$ cat src/rtl/dmem_pkg.sv
// Shared types and helpers for the data-memory responder.
// Holds the FSM state type, byte-lane names and the byte merge helper.
package dmem_pkg;

  typedef enum logic [1:0] {
    IDLE = 2'd0,
    WAIT = 2'd1,
    RESP = 2'd2
  } state_t;

  localparam logic [1:0] LANE0 = 2'd0;
  localparam logic [1:0] LANE1 = 2'd1;
  localparam logic [1:0] LANE2 = 2'd2;
  localparam logic [1:0] LANE3 = 2'd3;

  function automatic logic [31:0] byte_merge(input logic [31:0] oldWord,
                                             input logic [7:0]  byteVal,
                                             input logic [1:0]  lane);
    logic [31:0] merged;
    merged = oldWord;
    case (lane)
      LANE0:   merged[7:0]   = byteVal;
      LANE1:   merged[15:8]  = byteVal;
      LANE2:   merged[23:16] = byteVal;
      default: merged[31:24] = byteVal;
    endcase
    return merged;
  endfunction

endpackage

$ cat src/rtl/dmem_array.sv
// Word-organised RAM: synchronous byte-enabled write, combinational read.
// Contents are deliberately not reset.
module dmem_array #(
  parameter int DEPTH_WORDS = 64,
  parameter int IDX_W       = $clog2(DEPTH_WORDS)
) (
  input  logic             clk,
  input  logic             wrEn,
  input  logic [3:0]       byteEn,
  input  logic [IDX_W-1:0] wrIdx,
  input  logic [31:0]      wrData,
  input  logic [IDX_W-1:0] rdIdx,
  output logic [31:0]      rdData
);

  logic [31:0] mem [DEPTH_WORDS];

  always_ff @(posedge clk) begin
    for (int b = 0; b < 4; b++) begin
      if (wrEn && byteEn[b]) begin
        mem[wrIdx][b*8 +: 8] <= wrData[b*8 +: 8];
      end
    end
  end

  assign rdData = mem[rdIdx];

endmodule

$ cat src/rtl/dmem_responder.sv
// Memory-stage load/store responder: accept, hold for LATENCY edges, commit, answer once.
// state | meaning
// IDLE  | ready for a request; with LATENCY=1 the accept edge is also the commit edge
// WAIT  | request held, down-counter running toward the commit edge
// RESP  | one-cycle response strobe, then back to IDLE
module dmem_responder
  import dmem_pkg::*;
#(
  parameter int DEPTH_WORDS = 64,
  parameter int LATENCY     = 2
) (
  input  logic        clk,
  input  logic        reset,
  input  logic        req_valid,
  output logic        req_ready,
  input  logic        req_we,
  input  logic        req_byte,
  input  logic [31:0] req_addr,
  input  logic [31:0] req_wdata,
  output logic        resp_valid,
  output logic [31:0] resp_rdata,
  output logic        resp_err
);

  localparam int IDX_W = $clog2(DEPTH_WORDS);

  state_t      state, stateNext;
  logic [3:0]  cnt;
  logic        heldWe, heldByte;
  logic [31:0] heldAddr, heldWdata;

  logic        accept, commit;
  logic        curWe, curByte, curErr;
  logic [31:0] curAddr, curWdata;
  logic [1:0]  curLane;
  logic [31:0] rdWord, wrWord;
  logic [3:0]  byteEn;
  logic        wrEn;

  assign req_ready = (state == IDLE);
  assign accept    = req_valid && req_ready;

  always_comb begin
    stateNext = state;
    commit    = 1'b0;
    case (state)
      IDLE: begin
        if (req_valid) begin
          if (LATENCY == 1) begin
            stateNext = RESP;
            commit    = 1'b1;
          end else begin
            stateNext = WAIT;
          end
        end
      end
      WAIT: begin
        if (cnt == 4'd1) begin
          stateNext = RESP;
          commit    = 1'b1;
        end
      end
      RESP:    stateNext = IDLE;
      default: stateNext = IDLE;
    endcase
  end

  // Only a LATENCY=1 build commits from IDLE, where the request is still on the live inputs.
  always_comb begin
    if (state == IDLE) begin
      curWe    = req_we;
      curByte  = req_byte;
      curAddr  = req_addr;
      curWdata = req_wdata;
    end else begin
      curWe    = heldWe;
      curByte  = heldByte;
      curAddr  = heldAddr;
      curWdata = heldWdata;
    end
  end

  assign curLane = curAddr[1:0];
  assign curErr  = (curAddr[31:IDX_W+2] != '0) || (!curByte && (curLane != LANE0));
  assign wrEn    = commit && curWe && !curErr;
  assign byteEn  = curByte ? (4'b0001 << curLane) : 4'b1111;
  assign wrWord  = curByte ? byte_merge(rdWord, curWdata[7:0], curLane) : curWdata;

  dmem_array #(
    .DEPTH_WORDS(DEPTH_WORDS),
    .IDX_W      (IDX_W)
  ) u_array (
    .clk   (clk),
    .wrEn  (wrEn),
    .byteEn(byteEn),
    .wrIdx (curAddr[IDX_W+1:2]),
    .wrData(wrWord),
    .rdIdx (curAddr[IDX_W+1:2]),
    .rdData(rdWord)
  );

  always_ff @(posedge clk or negedge reset) begin
    if (!reset) begin
      state <= IDLE;
    end else begin
      state <= stateNext;
    end
  end

  always_ff @(posedge clk or negedge reset) begin
    if (!reset) begin
      cnt       <= 4'd0;
      heldWe    <= 1'b0;
      heldByte  <= 1'b0;
      heldAddr  <= 32'd0;
      heldWdata <= 32'd0;
    end else if (accept) begin
      cnt       <= 4'(LATENCY - 1);
      heldWe    <= req_we;
      heldByte  <= req_byte;
      heldAddr  <= req_addr;
      heldWdata <= req_wdata;
    end else if (state == WAIT) begin
      cnt <= cnt - 4'd1;
    end
  end

  always_ff @(posedge clk or negedge reset) begin
    if (!reset) begin
      resp_valid <= 1'b0;
      resp_rdata <= 32'd0;
      resp_err   <= 1'b0;
    end else begin
      resp_valid <= commit;
      if (commit) begin
        resp_rdata <= (curErr || curWe) ? 32'd0 : rdWord;
        resp_err   <= curErr;
      end
    end
  end

endmodule

$ cat config.mk
export PLATFORM = sky130hd
export DESIGN_NAME = dmem_responder
export DESIGN_NICKNAME = d
export VERILOG_FILES = /design/src/rtl/dmem_pkg.sv /design/src/rtl/dmem_array.sv /design/src/rtl/dmem_responder.sv
export SDC_FILE = /design/constraint.sdc
export NUM_CORES = 2
export LEC_CHECK = 0
export ABC_AREA = 1
export CAP_MARGIN = 5
export CELL_PAD_IN_SITES_DETAIL_PLACEMENT = 0
export CELL_PAD_IN_SITES_GLOBAL_PLACEMENT = 2
export CORE_ASPECT_RATIO = 1.2
export CORE_MARGIN = 4
export CORE_UTILIZATION = 37
export DETAILED_ROUTE_END_ITERATION = 10
export PLACE_DENSITY = 0.82
export SYNTH_ARGS = -nofsm -noshare
export SYNTH_HDL_FRONTEND = slang
export SYNTH_SLANG_ARGS = --single-unit
$ cat constraint.sdc
create_clock -name clk -period 2.9 [get_ports clk]
set_clock_uncertainty 0.05 [all_clocks]
set_input_delay 0.58 -clock clk [delete_from_list [all_inputs] [get_ports clk]]
set_output_delay 0.58 -clock clk [all_outputs]
set_load 0.005 [all_outputs]
## After elaboration in Yosys (flattened, before gate mapping)

Memories as Yosys holds them, arrays and structs flattened.
Index checks and enable logic that the tools add are counted.

- Output and inout bits: 35
- Memory bits (writable): 2,048
- Word-level logic and storage cells: 63
- Flip-flop bits (word level): 106
- Bits of input ports: 69
- Memories kept: 1

- Reductions and logical operators: 19
- Add/sub/neg operators: 1
- Shift operators: 1
- Equality and inequality tests: 6
- Muxes and demuxes: 26

Memory list:

| memory | depth | bits a word | read ports | clocked after memory_dff | wr ports | line | text |
|---|---|---|---|---|---|---|---|
| u_array.mem | 64 | 32 | 1 | 0 | 1 | dmem_array.sv:16 | `logic [31:0] mem [DEPTH_WORDS];` |

Operators by type and width:

| cell | number |
|---|---|
| two-way mux 32 bit | 4 |
| two-way mux 8 bit | 4 |
| nonzero test 24 bit | 1 |
| two-way mux 1 bit | 12 |
| two-way mux 4 bit | 3 |
| logical AND 1 bit | 8 |
| == test 2 x 1 -> 1 bit (second input constant) | 2 |
| == test 4 x 1 -> 1 bit (second input constant) | 1 |
| zero test 2 bit | 2 |
| two-way mux 2 bit | 2 |
| != test 2 bit (second input constant) | 2 |
| one-hot mux 2 bit (2 select lines) | 1 |
| nonzero test 2 bit | 2 |
| << shifter 1 x 2 -> 4 bit (first input constant) | 1 |
| subtractor 4 x 1 -> 4 bit (second input constant) | 1 |
| OR reduction 3 bit | 1 |
| == test 2 bit (second input constant) | 1 |
| zero test 1 bit | 2 |
| logical OR 1 bit | 2 |
| AND reduction 2 bit | 1 |

## Longest topological paths before layout

- Depth after elaboration: 10
- Gate-level depth with buffers: 19
- Depth with buffers taken out: 16

## Cells and area by module

Synthesis repeated with hierarchy kept, for this count alone.

- Cell total of the unflattened synthesis: 7,812
- Area total of the unflattened synthesis: 88,810.2 µm²

By module, submodules not included:

| module | cells each | seq. area each (µm²) | area an instance (µm²) | instances |
|---|---|---|---|---|
| dmem_array | 7,021 | 61,499.0 | 83,161.0 | 1 |
| dmem_responder | 791 | 2,652.5 | 5,649.2 | 1 |

## Least setup slack after synthesis

Ideal clock, no wire load.

- Path kind: input to register
- Start: input req_addr[2]
- End: memory u_array.mem[0][30], data pin
- Path buffers: 2
- Cell stages on the path: 13
- Data required time: 2.337 ns
- Path slack: -0.187 ns
- Data arrival time: 2.524 ns
- Setup time: 0.513 ns
- Cell sequence: nand2_2 nand2_2 buf_2 clkbuf_1 or2_2 nand3_1 nand2_1 o21ai_1 nand2_1 nor2_1 nand3_1 nand2_1 nand2_1

- Longest elaborated chain between the ends: 4

Ends and longest elaborated chain:

| item | line | text |
|---|---|---|
| start: declaration | dmem_responder.sv:18 | `input logic [31:0] req_addr,` |
| two-way mux 32 bit | dmem_responder.sv:70 | `if (state == IDLE) begin` |
| memory (64 x 32 bit) | n/a |  |
| two-way mux 8 bit | dmem_pkg.sv:21 | `case (lane)` |
| two-way mux 32 bit | dmem_responder.sv:87 | `assign wrWord = curByte ? byte_merge(rdWord, curWdata[7:0], curLane) : curWdata;` |
| named net u_array.wrData[30] | dmem_array.sv:11 | `input logic [31:0] wrData,` |
| end: declaration | dmem_array.sv:16 |  |

The timed path passes the listed nets, and every way through them passes these cells.

## Final worst setup path

- Start: register state[0]
- End: memory u_array.mem[30][19], data pin

- Longest elaborated chain between the ends: 5
- Elaborated cells between the ends (all ways): 8
- Those cells by class: 1 x eq/ne; 5 x mux; 1 x reduce/logical; 1 x memory

Ends and longest elaborated chain:

| item | line | text |
|---|---|---|
| start: declaration | dmem_responder.sv:27 | `state_t state, stateNext;` |
| start signal: assignment | dmem_responder.sv:106 | `state <= stateNext;` |
| zero test 2 bit * | dmem_responder.sv:70 |  |
| two-way mux 32 bit | dmem_responder.sv:70 |  |
| memory (64 x 32 bit) or == test 2 bit (tied branches) | n/a |  |
| two-way mux 8 bit | dmem_pkg.sv:21 |  |
| two-way mux 32 bit * | dmem_responder.sv:87 |  |
| named net u_array.wrData[19] | dmem_array.sv:11 |  |

Mark *: on every way through the listed nets, which the timed path passes. The rest lies on a longest branch.

==> summary.txt <==
die area = 268,000 um^2
Crit Path Max Fanout = 12
worst min-delay path category = in2async
post-route minimum period = 3360 ps
Worst-Skew Late Latency = 870 ps
Final Util = 46.3%
Via density = 4.83
endpoint of the worst register-to-register path = u_array.mem[30][19]
Place WS = -1200 ps
first-pass GRT wire length = 456 mm
Max Cap Viol = 0
CTS tree = yes
Worst VDD drop = 1.06 mV
Seq cells post-synth = 2,154
H-tree levels = 4
leakage = 52.8 nW
GPL Wtd Cong = 0.876
r2r setup slk = -460 ps
failing checks = negative setup slack
Rows = 204
Crit path required time = 3560 ps
worst r2r src = state[0]
CP Capture Type = flop
max_slew headroom = 40.7%
number of global-route vias before repair = 67,500
First-pass DRT Iterations = 5
ANT nets after route = 0
post-layout instance area = 119,000 um^2
RSZ-0062 raised after global routing = true
drt wl/cell = 21.7 um
status = finished, violations left
Mapped Avg Cell Area = 9.47 um^2
Post-Route Setup TNS = -1,099,730 ps
Vias = 71,000
final slew viol count = 0
Hold Slack = 208 ps
CTS root buf = clkbuf_16
Max clock buf depth = 4
final worst setup slack = -464 ps
setup violators final = 4,113
Distinct cells, synth = 32
Clock transition at path regs = 70 ps
Area growth, synth to finish = 24.4%
CP Launch Type = flop
Largest stage delay, worst path = 410 ps
grt total ovfl = 0
final wirelength = 320 mm
GRT Overall Usage = 22.9%
Cells after Synth = 10,100
Slew @ Worst Pin = 887 ps
Port Buffers = 103
yosys warns = 0
DRC = 0
Synth Net Count = 10,200
initial antenna violation count = 16
height of the die = 566 um
Placed Area = 110,000 um^2
Starting Density = 37.2%
share of cells above drive strength 1 = 14.7%
worst r2r path cells = 17
maximum operating frequency = 297 MHz
synthesized cell area = 96,000 um^2
CP most frequent cell = buf_4
hpwl dp = 212 mm
core area = 258,000 um^2
Clock Sinks = 2,154
Crit path arrival time = 4020 ps
slowest CP cell = dfrtp_1
CP Class = reg2reg
Final Cycle Share = 116%
largest net degree at the start of global routing = 110
Final Hold Viols = 0
Die Width = 473 um
CTS Buf Count = 218
Ports = 104
PD cells = 1350 nW/um^2
nets = 11,200
DR iter-0 viols = 6,826
sequential fraction of the synthesis area = 66.9%
crit-path cells = nor2_4 > buf_4 > buf_4 > buf_4 > o21ai_4 > buf_12 > buf_4 > nor2_4 > buf_12 > buf_12 > nand3_1 > nand2_1 > nor2_2 > nand3_1 > nand2_2 > nand2_8 > buf_6
## cell usage in the layout, fill, tap and decap left out, types with 4 or more instances in the layout
master and count:
o21ai_1 165, inv_2 6, nand2_2 64, buf_6 49, bufbuf_16 10, nand2_8 11, clkbuf_16 240, buf_4 805
clkinv_1 55, buf_12 228, clkbuf_1 46, nand3_2 22, diode_2 13, buf_8 10, o21ai_0 442, dfrtp_1 106
bufinv_16 18, nand4_1 4, clkdlybuf4s50_1 102, clkinvlp_4 8, nand3_1 283, edfxtp_1 2048, o21ai_2 7, nor4_1 9
nor2_4 29, nor2_1 456, nand2_4 19, inv_1 1447, nand3b_1 7, buf_16 22, nand2_1 4451, or2_2 8
clkinv_2 38, nor2_2 43
## power breakdown
group | internal, mW | leakage (nW) | switching (mW)
clock network | 15.6 | 3.32 | 12.0
registers | 47.5 | 19.9 | 0.461
logic | 29.8 | 29.6 | 55.8
total | 92.9 | 52.8 | 68.3
## sequential cells by signal (all words and copies together) (netlist names)
name and cells:
heldWdata 32, resp_err 1, heldWe 1, heldAddr 32
resp_valid 1, heldByte 1, cnt 4, state 2
u_array.mem 2048, resp_rdata 32
## per-layer routing
layer	routed length [um]	GRT usage (%)
met5	21	0
met4	12500	8.66
met3	21200	3.29
met2	153000	38.1
met1	133000	30.6
## worst max-delay path, delay by kind of cell, from the launching register on
kind	cells	cell delay [ps]
DFF	1	410
AOI/OAI and AO/OA	1	60
buffers and inverters	8	1350
and+or+nand+nor	8	1280
## synth_stat cells
| cell | n | area, um^2 |
|---|---|---|
| dfrtp_1 | 106 | 2650 |
| buf_6 | 15 | 169 |
| buf_2 | 264 | 1320 |
| clkinv_1 | 1 | 3.75 |
| nand4_1 | 4 | 25.0 |
| o21ai_0 | 456 | 2280 |
| nand2_1 | 4533 | 17000 |
| clkbuf_1 | 160 | 601 |
| inv_2 | 7 | 26.3 |
| nor2_1 | 514 | 1930 |
| edfxtp_1 | 2048 | 61500 |
| and2_1 | 1 | 6.26 |
| clkbuf_2 | 1 | 5.00 |
| nor2_2 | 11 | 68.8 |
| buf_1 | 38 | 143 |
| nor2_4 | 3 | 33.8 |
| inv_4 | 1 | 6.26 |
| nand2_4 | 6 | 67.6 |
| nand3b_1 | 7 | 52.6 |
| nand3_1 | 305 | 1530 |
| o211ai_1 | 3 | 22.5 |
| or2_2 | 8 | 50.1 |
| ha_1 | 2 | 25.0 |
| a21oi_1 | 1 | 5.00 |
| buf_4 | 10 | 75.1 |
| o21ai_2 | 2 | 17.5 |
| nand2_2 | 4 | 25.0 |
| o21ai_4 | 1 | 16.3 |
| inv_1 | 1448 | 5440 |
| nor4_1 | 9 | 56.3 |
| o21ai_1 | 158 | 791 |
| nor3_2 | 1 | 10.0 |
## area by class of cell
type	count	area, um^2
Antenna cell	13	32.5
Clock buffer	269	5730
Clock inverter	127	1090
Fill cell	24000	138000
Inverter	1457	5490
Multi-Input combinational cell	6031	24900
Sequential cell	2154	64200
Tap cell	3399	4250
Timing Repair Buffer	1246	13700
Timing Repair inverter	1	11.3
## how the worst max path moves through the flow
stage	from	endpoint	slack [ps]	cells after the start
floorplan	req_addr[2]	u_array.mem[0][22]	-160	16
global placement	req_addr[2]	u_array.mem[54][11]	-1190	11
detailed placement	req_addr[2]	u_array.mem[54][11]	-1200	11
CTS	state[1]	u_array.mem[28][25]	-400	17
global route	state[1]	u_array.mem[34][19]	-500	21
finish	state[0]	u_array.mem[30][19]	-460	17
## timing repair
item                       in CTS  in global routing
pin swaps                      20                 10
resized for setup             145                161
hold buffers                    1                  0
cloned                         19                 28
setup endpoints to repair    4117               4128
hold endpoints to repair       33                  0
buffers inserted               50                  8
## logic make-up (layout without fill, tap and decap cells)
family	after synthesis	in the layout	synth area share, %
AO/OA/AOI/OAI	621	621	3.27
adder cells (fa/ha/maj)	2	2	0.0261
buffers and inverters	1945	3100	8.11
flip-flops	2154	2154	66.9
other	0	13	0
AND/OR/NAND/NOR	5406	5408	21.7
## per-stage QoR
step	total power, mW	instances
after detailed placement	125	14200
after global placement	125	14200
final	161	14700
after global routing	169	14700
after floorplan	83.5	10100
after CTS	158	14600
(Power assumes the default switching activity.)
